## src/rtl/alu32_result_stage.sv

```systemverilog
// ALU result stage: tags each ALU result with {N,Z,C,V} and queues it in a small FIFO.
// Optional sticky overflow flag is enabled by defining ALU32_STICKY_OVF_EN.

module zero32 (
  input  logic [31:0] value,
  output logic        is_zero
);
  assign is_zero = (value == 32'd0);
endmodule

module alu32_result_stage #(
  parameter int DEPTH = 4
) (
  input  logic                       clk,
  input  logic                       rst_n,
  input  logic                       in_valid,
  output logic                       in_ready,
  input  logic [31:0]                in_result,
  input  logic                       in_carry,
  input  logic                       in_overflow,
  output logic                       out_valid,
  input  logic                       out_ready,
  output logic [31:0]                out_result,
  output logic [3:0]                 out_flags,
  output logic [$clog2(DEPTH):0]     count,
  input  logic                       clr_sticky,
  output logic                       sticky_v
);

  localparam int AW = $clog2(DEPTH);
  localparam int CW = AW + 1;

  logic [31:0]      res_mem [DEPTH];
  logic [3:0]       flg_mem [DEPTH];
  logic [AW-1:0]    wr_ptr_reg;
  logic [AW-1:0]    rd_ptr_reg;
  logic [CW-1:0]    count_reg;
  logic [DEPTH-1:0] wr_en;
  logic             push;
  logic             pop;
  logic             res_zero;
  logic [3:0]       in_flags;

  zero32 u_zero32 (
    .value   (in_result),
    .is_zero (res_zero)
  );

  assign in_flags  = {in_result[31], res_zero, in_carry, in_overflow};

  // Handshake readiness decodes only from registered occupancy.
  assign in_ready  = (count_reg != CW'(DEPTH));
  assign out_valid = (count_reg != CW'(0));
  assign push      = in_valid && in_ready;
  assign pop       = out_valid && out_ready;

  genvar gi;
  generate
    for (gi = 0; gi < DEPTH; gi++) begin : g_wr_en
      assign wr_en[gi] = push && (wr_ptr_reg == AW'(gi));
    end
  endgenerate

  always_ff @(posedge clk or negedge rst_n) begin
    if (!rst_n) begin
      for (int i = 0; i < DEPTH; i++) begin
        res_mem[i] <= 32'd0;
        flg_mem[i] <= 4'd0;
      end
    end else begin
      for (int i = 0; i < DEPTH; i++) begin
        if (wr_en[i]) begin
          res_mem[i] <= in_result;
          flg_mem[i] <= in_flags;
        end
      end
    end
  end

  always_ff @(posedge clk or negedge rst_n) begin
    if (!rst_n) begin
      wr_ptr_reg <= '0;
      rd_ptr_reg <= '0;
      count_reg  <= '0;
    end else begin
      if (push) wr_ptr_reg <= wr_ptr_reg + AW'(1);
      if (pop)  rd_ptr_reg <= rd_ptr_reg + AW'(1);
      case ({push, pop})
        2'b10:   count_reg <= count_reg + CW'(1);
        2'b01:   count_reg <= count_reg - CW'(1);
        default: count_reg <= count_reg;
      endcase
    end
  end

  assign out_result = res_mem[rd_ptr_reg];
  assign out_flags  = flg_mem[rd_ptr_reg];
  assign count      = count_reg;

`ifdef ALU32_STICKY_OVF_EN
  logic sticky_reg;

  // An overflow push in the same cycle as a clear keeps the flag set.
  always_ff @(posedge clk or negedge rst_n) begin
    if (!rst_n) begin
      sticky_reg <= 1'b0;
    end else if (push && in_overflow) begin
      sticky_reg <= 1'b1;
    end else if (clr_sticky) begin
      sticky_reg <= 1'b0;
    end
  end

  assign sticky_v = sticky_reg;
`else
  logic sticky_unused;

  assign sticky_unused = clr_sticky;
  assign sticky_v      = 1'b0;
`endif

endmodule

```

## config.mk

```make
export PLATFORM = sky130hd
export DESIGN_NAME = alu32_result_stage
export DESIGN_NICKNAME = d
export VERILOG_FILES = /design/src/rtl/alu32_result_stage.sv
export SDC_FILE = /design/constraint.sdc
export NUM_CORES = 1
export LEC_CHECK = 0
export BUFFER_PORTS_ARGS = -buffer_cell sky130_fd_sc_hd__buf_4
export CAP_MARGIN = 25
export CORE_MARGIN = 1
export CORE_UTILIZATION = 40
export DETAILED_ROUTE_END_ITERATION = 7
export PLACE_DENSITY = 0.56
export SYNTH_ARGS = -nofsm -noshare
export SYNTH_HDL_FRONTEND = slang
export SYNTH_SLANG_ARGS = --single-unit
```

## constraint.sdc

```tcl
create_clock -name clk -period 4.3 [get_ports clk]
set_input_delay 0.43 -clock clk [delete_from_list [all_inputs] [get_ports clk]]
set_output_delay 0.43 -clock clk [all_outputs]
set_load 0.02 [all_outputs]
```

-- Word-level counts from Yosys, hierarchy flattened
Index checks and enable logic that the tools add are counted.
- register bits: 151
- input port bits: 39
- output and inout bits: 42
- word-level logic and storage cells: 40
- add/sub/neg operators: 4
- order comparisons: 1
- equal/unequal tests: 6
- mux-type cells: 7
- bitwise logic cells: 1
- reductions and logical operators: 10
- operators with widths (cell ; number):
    binary-select mux 32 bit (select 2 bit) ; 1
    2-to-1 mux 32 bit ; 2
    logical NOT 32 bit ; 1
    binary-select mux 4 bit (select 2 bit) ; 1
    2-to-1 mux 4 bit ; 2
    == test 2 bit (second input constant) ; 3
    logical AND 1 bit ; 6
    one-hot mux 3 bit (2 select lines) ; 1
    adder 2 x 1 -> 2 bit (second input constant) ; 2
    == test 2 x 1 -> 1 bit (second input constant) ; 2
    adder 3 x 1 -> 3 bit (second input constant) ; 1
    greater-or-equal comparator 3 bit (second input constant) ; 1
    inequality test 3 bit (second input constant) ; 1
    NOT 2 -> 3 bit ; 1
    nonzero test 3 bit ; 1
    subtractor 3 x 1 -> 3 bit (second input constant) ; 1
    logical NOT 2 bit ; 1
    nonzero test 2 bit ; 1

-- Depth between registers and ports, before layout
- depth after elaboration: 4
- mapped depth: 9
- depth with buffers taken out: 9

-- By module
A second synthesis with hierarchy kept.
- cells, all modules: 390
- area, all modules: 7174.4 µm²
- by module, submodules not included (module ; instances ; cells an instance ; area an instance (µm²) ; seq. area each (µm²)):
    alu32_result_stage ; 1 ; 379 ; 7101.8 ; 3678.5
    zero32 ; 1 ; 11 ; 72.6 ; 0.0

-- Worst setup path after synthesis
OpenSTA, ideal clock, no wires.
- path kind: register to register
- start point: register count_reg[0], in the netlist count[0]
- end point: register count_reg[2], in the netlist count[2]
- setup time: 80 ps
- data arrival time: 2100 ps
- data required time: 4220 ps
- slack: 2120 ps
- cell stages (with the launch flop): 10
- buffers on the path: 0
- period minus slack after synthesis: 2180 ps
- cells stage by stage: dfrtp_1 nor3b_4 inv_4 nand2_1 ha_1 inv_1 fa_1 xor2_1 nor2_1 xor2_1
- word-level cells in the longest chain between the ends: 4
- elaborated cells on any way between the ends: 10
- classes of those cells: add/sub (2); eq/ne (3); mux (1); reduce/logical (4)
- RTL lines (what ; line ; source):
    start: declaration ; 37 ; logic [CW-1:0] count_reg;
    start signal: assignment ; 89 ; 2'b10: count_reg <= count_reg + CW'(1);
    start signal: assignment ; 90 ; 2'b01: count_reg <= count_reg - CW'(1);
    start signal: assignment ; 91 ; default: count_reg <= count_reg;
    inequality test 3 bit (*) ; 52 ; assign in_ready = (count_reg != CW'(DEPTH));
    net in_ready ; 17 ; output logic in_ready,
    logical AND 1 bit (*) ; 54 ; assign push = in_valid && in_ready;
    == test 2 x 1 -> 1 bit / == test 2 bit (equally long branches) ; 88 ; case ({push, pop})
    one-hot mux 3 bit (2 select lines) / nonzero test 2 bit (equally long branches) ; n/a ;
The timed path passes the listed nets; every way through them passes the cells marked *.
A chain may end at the register's enable or synchronous reset.

-- Worst setup path after layout
- start point: register rd_ptr_reg[0]
- end point: output out_result[14]
- word-level cells in the longest chain between the ends: 4
- RTL lines (what ; line ; source):
    start: declaration ; 36 ; logic [AW-1:0] rd_ptr_reg;
    start signal: assignment ; 87 ; if (pop) rd_ptr_reg <= rd_ptr_reg + AW'(1);
    NOT 2 -> 3 bit (not written as such) ; 96 ; assign out_result = res_mem[rd_ptr_reg];
    binary-select mux 32 bit (select 2 bit) ; 96 ;
    2-to-1 mux 32 bit (not written as such) (2 in series) ; 96 ;
    end: declaration ; 23 ; output logic [31:0] out_result,
Every way passes these cells. The select of a mux whose other input is x is not followed.

==> impl_table.tex <==
\begin{tabular}{lr}
\hline
Metric & Value \\
\hline
\multicolumn{2}{l}{\textbf{Logic synthesis}} \\
\quad Most common cell in the synthesized netlist & dfrtp\_1 \\
\quad Netlist Area Pre-Place & 7174 sq um \\
\quad Sequential share of the synthesized area & 51.27\% \\
\quad Average instance area after synthesis & 18.16 sq um \\
\quad Top cell type's share of synthesized area & 51.27\% \\
\quad Commonest cells post-synth & dfrtp\_1, mux2\_4, mux4\_2 \\
\quad Synthesis-stage register bit count & 147 \\
\quad Net count of the mapped netlist & 440 \\
\quad Cell taking the most area after synthesis & dfrtp\_1 \\
\quad Area share of xor/xnor cells in the synthesized design & 0.7325\% \\
\quad Synthesized instance count & 395 \\
\quad Fraction of registers with async set/reset & 100.0\% \\
\quad Cell types occupying the most area after synthesis & dfrtp\_1, mux2\_4, mux4\_2, buf\_12, mux2\_2 \\
\quad Count of flip-flops with a built-in enable after synthesis & 0 \\
\quad Adder-cell share of the synthesized area & 1.151\% \\
\quad Area fraction in compound gates after synthesis & 0.9592\% \\
\quad Post-synth cell types & 25 \\
\quad Synthesis warning total & 0 \\
\quad Multiplexer fraction of the synthesized cell area & 38.70\% \\
\quad Main combinational cell family by area after synthesis & multiplexers \\
\quad Top FF cell, synth & dfrtp\_1 \\
\quad Share of synthesized cell area in and, or, nand and nor gates & 2.354\% \\
\multicolumn{2}{l}{\textbf{Floorplan}} \\
\quad Core outline area & 17420 sq um \\
\quad IO Pins & 81 \\
\quad Initial Utilization & 41.19\% \\
\quad Height of the die & 135.9 um \\
\quad Floorplan die area & 18480 sq um \\
\quad Cell row count & 48 \\
\quad Overall die width & 135.9 um \\
\multicolumn{2}{l}{\textbf{Placed design}} \\
\quad Total half-perimeter wirelength after legalization and detailed placement & 8881 um \\
\quad Port Buf Inserts & 78 \\
\quad Placed Cells incl. Taps & 679 \\
\quad Pre-CTS worst setup slack & 1860 ps \\
\quad Placer congestion estimate & 0.6804 \\
\multicolumn{2}{l}{\textbf{Drt}} \\
\quad Total detailed-routing wirelength & 14770 um \\
\quad Vias after detailed routing & 3727 \\
\quad Number of optimization iterations in the first detailed-route pass & 4 \\
\quad Number of DRC markers after the initial detailed-route iteration & 94 \\
\quad Met2 wire length & 7368 um \\
\quad Detail Route Antenna Nets & 0 \\
\quad Wire length on met3 & 385 um \\
\quad Uppermost routed layer & met4 \\
\quad Routed wirelength normalized by instance count & 20.74 um \\
\quad Met1 Wirelength & 6797 um \\
\quad Ratio of routed vias to standard cells & 5.235 \\
\quad DRC viols & 0 \\
\multicolumn{2}{l}{\textbf{Finish}} \\
\quad Number of non-filler instances in the completed layout & 712 \\
\quad Diodes inserted & 0 \\
\quad Share of post-route cells with drive strength above 1 & 60.16\% \\
\quad Area growth syn-to-layout & 17.49\% \\
\quad Post-Route Utilization & 48.40\% \\
\quad Number of flip-flops under the largest register name & 128 \\
\quad Net count reported at finish & 519 \\
\multicolumn{2}{l}{\textbf{Global route}} \\
\quad Number of global-route vias before repair & 4179 \\
\quad Leftover overflow at the end of global routing & 0 \\
\quad First-pass GRT wire length & 24220 um \\
\quad Initial antenna violation count & 0 \\
\quad Pin count of the biggest net entering global routing & 80 \\
\quad Combined global-route utilization of all metal layers & 17.66\% \\
\multicolumn{2}{l}{\textbf{Critical path}} \\
\quad Most used cell, CP & buf\_4 \\
\quad Critical Path, Cell by Cell & buf\_4 -> mux4\_2 -> buf\_4 \\
\quad CP endpoint kind & primary output \\
\quad Worst Path Required & 3870 ps \\
\quad Slowest Stage Delay on Critical Path & 840 ps \\
\quad Kind of critical path & register to primary output \\
\quad Worst-case reg-to-reg path depth & 9 \\
\quad Maximum net fanout on the critical path & 20 \\
\quad Worst Setup Start Kind & register \\
\quad Slowest-stage cell, CP & dfrtp\_2 \\
\quad Signal arrival time at the worst endpoint & 2380 ps \\
\multicolumn{2}{l}{\textbf{Job}} \\
\quad MaxCap Viol Count & 0 \\
\multicolumn{2}{l}{\textbf{Power and ir drop}} \\
\quad Power per standard cell area & 911.4 nW/um\^{}2 \\
\quad Leakage power & 4.027 nW \\
\quad Peak VDD IR & 487.4 uV \\
\multicolumn{2}{l}{\textbf{Clock tree}} \\
\quad Clock-pin slew of the registers on the worst-case setup and hold paths & 60 ps \\
\quad H-tree Lvls & 4 \\
\quad Count of clock tree sinks & 147 \\
\quad Setup fix buffers added after clock tree synthesis & 0 \\
\quad PostCTS Resize Cnt & 0 \\
\quad TritonCTS Buffers & 17 \\
\quad Hold-fix buffers at CTS & 0 \\
\quad Root buffer cell & clkbuf\_16 \\
\quad Skew-Pair Late Insertion Delay & 420 ps \\
\quad Clk buf depth & 2 \\
\quad Clock tree from TritonCTS & yes \\
\multicolumn{2}{l}{\textbf{STA}} \\
\quad Worst rel slew slack & 44.18\% \\
\quad Worst setup skew after layout & 8.678 ps \\
\quad Fraction of the cycle the final worst path needs & 65.29\% \\
\quad Final hold violation count & 0 \\
\quad Total Negative Setup Slacks & 0 ps \\
\quad F\_max & 0.3562 GHz \\
\quad Pins over their slew limit & 0 \\
\quad Final setup fails & 0 \\
\quad RSZ-0062 raised after global routing & no \\
\quad Worst-case setup margin in the final layout & 1493 ps \\
\quad Final critical delay including setup and external delays & 2807 ps \\
\quad Slew @ Worst Pin & 837.3 ps \\
\multicolumn{2}{l}{\textbf{Run status}} \\
\quad Outcome & complete, no violations \\
\multicolumn{2}{l}{\textbf{Hold path}} \\
\quad Class of the worst hold path & input pin to asynchronous set/reset pin \\
\hline
\end{tabular}
[power by group]
group	switching [mW]	internal (mW)
clock	0.565	0.990
combinational	1.41	2.14
sequential	0.490	2.08
total	2.47	5.21
[logic make-up after synthesis]
group / Yosys count
simple gates: 19
buf+inv: 34
other cells: 1
flops: 147
mux: 173
fa+ha+maj: 6
xor+xnor: 6
compound gates: 9
[stage by stage]
step | area (sq um) | power, mW | hold WS (ps)
3_5_place_dp | 7779 | 6.161 | 489.1
6_report | 8429 | 7.682 | 60.21
3_3_place_gp | 7779 | 6.057 | 481.8
4_1_cts | 8402 | 7.758 | 86.01
5_1_grt | 8429 | 8.110 | 117.0
2_1_floorplan | 7174 | 5.185 | 134.4
[final timing paths]
path / startpoint / endpoint / slack (ps)
max: rd_ptr_reg[0]$_DFFE_PN0P_ / out_result[14] / 1490
min: rst_n / res_mem[50]$_DFFE_PN0P_ / 60
max reg2reg: count[0]$_DFFE_PN0P_ / count[2]$_DFFE_PN0P_ / 2000
min reg2reg: flg_mem[6]$_DFFE_PN0P_ / flg_mem[6]$_DFFE_PN0P_ / 500
max in group asynchronous: rst_n / res_mem[98]$_DFFE_PN0P_ / 3260
min in group clk: in_overflow / flg_mem[12]$_DFFE_PN0P_ / 270
[routing by layer]
layer	track usage (%)	vias up
li1	-	1637
met1	24.11	2016
met2	28.15	61
met3	3.691	13
met4	5.556	0
met5	0	-
[final cells by class]
class                      count  area (sq um)
inverter                      11         43.79
clock inverter                 8         121.4
fill                        1505          8987
clock buffer                  24         501.7
sequential                   147          3681
multi-input combinational    214          3153
tap                          225         281.5
timing repair buffer          83         646.9
[cell usage in the layout (no fill, tap or decap), types with 2 or more instances in the layout]
cell and count:
mux2_2 21, clkinv_2 3, buf_4 81, bufinv_16 3
xnor2_1 3, nand4_1 2, xor2_1 3, nand3_4 4
o31ai_1 8, clkbuf_8 5, inv_1 10, clkbuf_1 2
nor4_1 8, dfrtp_2 2, dfrtp_1 145, ha_1 5
clkbuf_16 17, mux2_4 116, mux4_2 35, nand2_1 2
[worst max-delay path: cells and delay by family, from the launching register on]
family,cells,cell delay (ps)
buffers and inverters,2,550
flip-flops,1,840
multiplexers,1,560
Note: power is estimated with default switching activity, not from simulation.
